## config.mk

```make
export PLATFORM = sky130hd
export DESIGN_NAME = mul_iter
export DESIGN_NICKNAME = d
export VERILOG_FILES = /design/src/rtl/mul_pkg.sv /design/src/rtl/mul_iter_step.sv /design/src/rtl/mul_iter.sv
export SDC_FILE = /design/constraint.sdc
export NUM_CORES = 1
export LEC_CHECK = 0
export CAP_MARGIN = 20
export CORE_MARGIN = 3
export CORE_UTILIZATION = 41
export DETAILED_ROUTE_END_ITERATION = 7
export GPL_TIMING_DRIVEN = 0
export PLACE_DENSITY = 0.72
export SLEW_MARGIN = 25
export SYNTH_ARGS = -nofsm -noshare
export SYNTH_HDL_FRONTEND = slang
export SYNTH_SLANG_ARGS = --single-unit
```

## constraint.sdc

```tcl
create_clock -name clk -period 8.57 [get_ports clk]
set_input_delay 1.714 -clock clk [delete_from_list [all_inputs] [get_ports clk]]
set_output_delay 1.714 -clock clk [all_outputs]
set_load 0.01 [all_outputs]
```

## src/rtl/mul_pkg.sv

```systemverilog
// Shared types and constants for the iterative multiplier.
package mul_pkg;

  // FSM encodings
  localparam logic [1:0] ST_IDLE = 2'b00;
  localparam logic [1:0] ST_CALC = 2'b01;
  localparam logic [1:0] ST_DONE = 2'b10;

  typedef enum logic [1:0] {
    IDLE = ST_IDLE,
    CALC = ST_CALC,
    DONE = ST_DONE
  } state_t;

  // Sign modes: bit 1 marks A signed, bit 0 marks B signed
  localparam logic [1:0] SN_UU = 2'b00;
  localparam logic [1:0] SN_US = 2'b01;
  localparam logic [1:0] SN_SU = 2'b10;
  localparam logic [1:0] SN_SS = 2'b11;

  // RV32M multiply funct3 encodings
  localparam logic [2:0] F3_MUL    = 3'b000;
  localparam logic [2:0] F3_MULH   = 3'b001;
  localparam logic [2:0] F3_MULHSU = 3'b010;
  localparam logic [2:0] F3_MULHU  = 3'b011;

  // Map an RV32M funct3 to the sign mode fed to the multiplier.
  // MUL only uses the low half, where signedness does not matter.
  function automatic logic [1:0] sn_from_funct3(input logic [2:0] f3);
    logic [1:0] s;
    s = SN_SS;
    case (f3)
      F3_MUL:    s = SN_SS;
      F3_MULH:   s = SN_SS;
      F3_MULHSU: s = SN_SU;
      F3_MULHU:  s = SN_UU;
      default:   s = SN_SS;
    endcase
    return s;
  endfunction

endpackage

```

## src/rtl/mul_iter_step.sv

```systemverilog
// One radix-2^K step: multiply |A| by K multiplier bits and add the
// partial product, shifted to its digit position, into the accumulator.
module mul_iter_step
  import mul_pkg::*;
#(
  parameter int XLEN = 32,
  parameter int K    = 2,
  parameter int IW   = 5
) (
  input  logic [XLEN-1:0]   a_mag,
  input  logic [K-1:0]      b_bits,
  input  logic [IW-1:0]     idx,
  input  logic [2*XLEN-1:0] acc_in,
  output logic [2*XLEN-1:0] acc_out
);

  localparam int PW = XLEN + K;
  localparam int SW = IW + 3;

  logic [PW-1:0] pp_terms [K];
  logic [PW-1:0] pp;
  logic [SW-1:0] shamt;

  // One shifted copy of |A| per multiplier bit
  for (genvar gi = 0; gi < K; gi++) begin : g_pp
    assign pp_terms[gi] = b_bits[gi] ? (PW'(a_mag) << gi) : '0;
  end

  // Sum the K partial terms into the step's partial product
  always_comb begin
    pp = '0;
    for (int i = 0; i < K; i++) begin
      pp = pp + pp_terms[i];
    end
  end

  assign shamt   = SW'(idx) * SW'(K);
  assign acc_out = acc_in + ((2*XLEN)'(pp) << shamt);

endmodule

```

## src/rtl/mul_iter.sv

```systemverilog
// Iterative sign-magnitude multiplier retiring K multiplier bits per cycle.
// Operands are converted to magnitudes at accept, multiplied unsigned, and
// the product is negated on the final CALC write when the signs differ.
module mul_iter
  import mul_pkg::*;
#(
  parameter int XLEN = 32,
  parameter int K    = 2
) (
  input  logic              clk,
  input  logic              rst,
  input  logic              in_valid,
  output logic              in_ready,
  input  logic [XLEN-1:0]   op_a,
  input  logic [XLEN-1:0]   op_b,
  input  logic [1:0]        sn,
  input  logic              kill,
  output logic              out_valid,
  input  logic              out_ready,
  output logic [2*XLEN-1:0] product,
  output logic              busy
);

  localparam int STEPS = XLEN / K;
  localparam int IW    = $clog2(STEPS + 1);

  state_t            state_reg;
  logic [XLEN-1:0]   a_mag_reg;
  logic [XLEN-1:0]   b_mag_reg;
  logic              neg_reg;
  logic [2*XLEN-1:0] acc_reg;
  logic [IW-1:0]     cnt_reg;

  logic              accept;
  logic              a_neg;
  logic              b_neg;
  logic [XLEN-1:0]   a_mag_next;
  logic [XLEN-1:0]   b_mag_next;
  logic [IW-1:0]     step_idx;
  logic [2*XLEN-1:0] step_sum;
  logic [2*XLEN-1:0] final_next;

  assign in_ready  = (state_reg == IDLE) || ((state_reg == DONE) && out_ready);
  assign out_valid = (state_reg == DONE);
  assign busy      = (state_reg != IDLE);
  assign product   = acc_reg;

  // kill holds off acceptance even while in_ready is asserted
  assign accept = in_valid && in_ready && !kill;

  // Operand magnitudes; -2^(XLEN-1) maps to 2^(XLEN-1), which still fits unsigned
  assign a_neg      = sn[1] & op_a[XLEN-1];
  assign b_neg      = sn[0] & op_b[XLEN-1];
  assign a_mag_next = a_neg ? (~op_a + 1'b1) : op_a;
  assign b_mag_next = b_neg ? (~op_b + 1'b1) : op_b;

  // Digit position counts up from zero as the counter counts down
  assign step_idx = IW'(STEPS) - cnt_reg;

  mul_iter_step #(
    .XLEN (XLEN),
    .K    (K),
    .IW   (IW)
  ) u_step (
    .a_mag   (a_mag_reg),
    .b_bits  (b_mag_reg[K-1:0]),
    .idx     (step_idx),
    .acc_in  (acc_reg),
    .acc_out (step_sum)
  );

  // Full-width two's complement on the last step; negating zero stays zero
  assign final_next = neg_reg ? (~step_sum + 1'b1) : step_sum;

  // FSM and datapath registers; kill outranks both consume and accept
  always_ff @(posedge clk or posedge rst) begin
    if (rst) begin
      state_reg <= IDLE;
      a_mag_reg <= '0;
      b_mag_reg <= '0;
      neg_reg   <= 1'b0;
      acc_reg   <= '0;
      cnt_reg   <= '0;
    end else if (kill && (state_reg != IDLE)) begin
      state_reg <= IDLE;
    end else if (accept) begin
      a_mag_reg <= a_mag_next;
      b_mag_reg <= b_mag_next;
      neg_reg   <= a_neg ^ b_neg;
      acc_reg   <= '0;
      cnt_reg   <= IW'(STEPS);
      state_reg <= CALC;
    end else begin
      case (state_reg)
        CALC: begin
          b_mag_reg <= b_mag_reg >> K;
          cnt_reg   <= cnt_reg - 1'b1;
          if (cnt_reg == IW'(1)) begin
            acc_reg   <= final_next;
            state_reg <= DONE;
          end else begin
            acc_reg <= step_sum;
          end
        end
        DONE: begin
          if (out_ready) begin
            state_reg <= IDLE;
          end
        end
        default: state_reg <= IDLE;
      endcase
    end
  end

endmodule

```

==> impl_metrics.toml <==
[global_routing]
grt_first_pass_wirelength_mm = 106
grt_pass1_vias = 17900
overflow = 0
grt_use_total = 0.311
grt_max_degree = 81
antenna_found_initial = 1

[cts]
cts_root_buf = "clkbuf_16"
clk_path_buf_depth = 2
numCtsBuffers = 17
clkLatencyLatePin_ps = 480
cts_tree = "yes"
path_clk_slew_ps = 60
ctsHoldBuffers = 0
clkSinkCount = 136
ctsHtreeMaxLevel = 4

[cells_and_area]
areaGrowthSynthToFinish_pct = 21.1
final_util = 0.506
ff_latch_area_sq_mm = 0.00341
drive_above_1_share = 0.0940
nFillCells = 4023
final_nets = 2659
multi_input_area_sq_mm = 0.0132
largest_reg_flops = 64

[run]
cap_violations = 0

[placed_design]
portBuffers = 137
gp_congestion = 1.01
pre_cts_ws_ps = -1960
place_hpwl_mm = 55.8

[synth]
synth_nets = 2491
synth_common_cells = "nand2_1, o21ai_0, nor2_1, a21oi_1, dfrtp_1"
seq_area_frac_synth = 0.204
yosysMostFrequentCell = "nand2_1"
yosys_warnings = 0
synth.top_cells.by_area = "dfrtp_1, o21ai_0, ha_1, nand2_1, a21oi_1"
ys_types = 88
ys_seq_elements = 136
syn-instance-count = 2319
synth_edf_count = 0
synthArstFlopShare = 1.00
syn_avg_cell_area_sq_um = 7.19
synth_area_leader_cell = "dfrtp_1"
synth.cell_area_sq_mm = 0.0167
yosys.area.top_type_share = 0.204
ys.flop_type = "dfrtp_1"

[setup_path]
crit_required_ps = 8960
slowest_delay_ps = 520
r2r-start = "b_mag_reg[1]"
reg2reg_setup_slack_ps = 210
crit_arrival_ps = 8750
r2r-end = "product[63]"
endpoint_kind = "flop"
crit_slowest_cell = "a2111oi_2"
crit_type = "flop to flop"
startpoint_type = "flop"
path_common_cell = "nand2_1"
reg2regPathDepth = 33
crit_fanout = 10

[routing]
vias = 18700
ant_nets = 0
vias_per_cell = 6.17
drt_iter0_drc = 1687
post_drt_wl_per_cell_um = 22.9
drt_first_pass_iters = 5
wl_mm = 69.2
drc = 0

[timing]
finalSetupViolCount = 0
relSlewSlack = 0.213
max_freq_mhz = 120
worst_slack_ps = 211
tightest_slew_ps = 1180
post-route-min-period_ps = 8360
finalMaxSlewViolations = 0
fin_skew_ps = 20.1
fin_crit_sh = 0.975
hold_viol = 0

[floorplan]
die_w_um = 208
core-area_sq_mm = 0.0399
initial_utilization = 0.418
dieHeight_um = 208
die_area_sq_mm = 0.0431
row_count = 73
ioPinCount = 138

[min_path]
min_path_cells = 2
min_path_type = "flop to flop"
hp-start = "b_mag_reg[31]"
hold_end = "b_mag_reg[31]"

[outcome]
status = "finished, final reports clean"
-- timing repair --
item | CTS | global route
setup buffers | 13 | 21
pin swaps | 10 | 19
resized for setup | 64 | 107
endpoints found under the setup margin | 30 | 25
-- metrics by stage --
stage / hold WS [ps] / setup TNS (ps) / instances / instance area, sq um
floorplan: 447 / 0 / 2319 / 16700
global placement: 467 / -35270 / 2981 / 18700
detailed placement: 470 / -37390 / 2982 / 18700
CTS: 485 / 0 / 3018 / 19700
global route: 529 / -124 / 3025 / 20200
finish: 484 / 0 / 3027 / 20200
-- how the worst max path moves through the flow --
stage,from,end,slack [ps],cells past startpoint
3_3_place_gp,b_mag_reg[0],product[63],-1930,33
5_1_grt,b_mag_reg[1],product[63],-70,32
6_report,b_mag_reg[1],product[63],210,33
2_1_floorplan,b_mag_reg[0],product[63],1190,32
4_1_cts,b_mag_reg[0],product[63],60,32
3_5_place_dp,b_mag_reg[0],product[63],-1960,33
-- final cells by class --
cell class                      count  share of cell area
Tap cell                          525              0.0325
Antenna cell                        2            0.000248
Buffer                            116              0.0227
Inverter                           42             0.00818
Multi-Input combinational cell   2002               0.654
Sequential cell                   136               0.169
Clock inverter                     14              0.0103
Clock buffer                       18              0.0213
Timing Repair Buffer              172              0.0819
-- cells by family after synthesis --
family,Yosys count,share of synthesized area
buffers and inverters,181,0.0415
adders and majority gates,101,0.0767
xor gates and xnor gates,192,0.101
muxes,41,0.0272
and+or+nand+nor,867,0.248
AOI/OAI and AO/OA,801,0.302
DFF,136,0.204
-- critical path, delay by kind of cell, from the launching register on --
| kind | cells | cell delay (ps) |
|---|---|---|
| buf+inv | 5 | 1070 |
| mux | 2 | 460 |
| flops | 1 | 470 |
| simple gates | 9 | 1770 |
| xor+xnor | 2 | 260 |
| compound gates | 13 | 3580 |
| fa+ha+maj | 2 | 650 |
-- layer usage --
metal / share of wire / wire [um] / vias up / track usage
met5: 0 / 0 / - / 0
met4: 0.038 / 2640 / 0 / 0.123
met3: 0.077 / 5320 / 128 / 0.0609
met2: 0.45 / 31500 / 775 / 0.501
met1: 0.43 / 29700 / 8927 / 0.412
li1: - / - / 8850 / -
-- layout by cell type (no fill, tap or decap), types with 18 or more instances in the layout --
master             n
nand2_1          291
o21ai_0          223
nor2_1           212
a21oi_1          178
clkdlybuf4s50_1  137
dfrtp_1          134
xnor2_1          106
clkbuf_1          91
ha_1              87
and2_1            84
xor2_1            81
nand3_1           54
nor3_1            45
inv_1             41
nand4_1           41
a21o_1            38
a22oi_1           35
buf_4             34
o21ai_1           31
o211ai_1          26
a31oi_1           24
a21oi_2           24
o22ai_1           23
o21a_1            22
mux2i_1           20
nand2b_1          19
o31ai_1           18
Power is left out: the tool's default activity adds up to more than one toggle a clock period on the data nets, which glitch-free logic cannot reach.
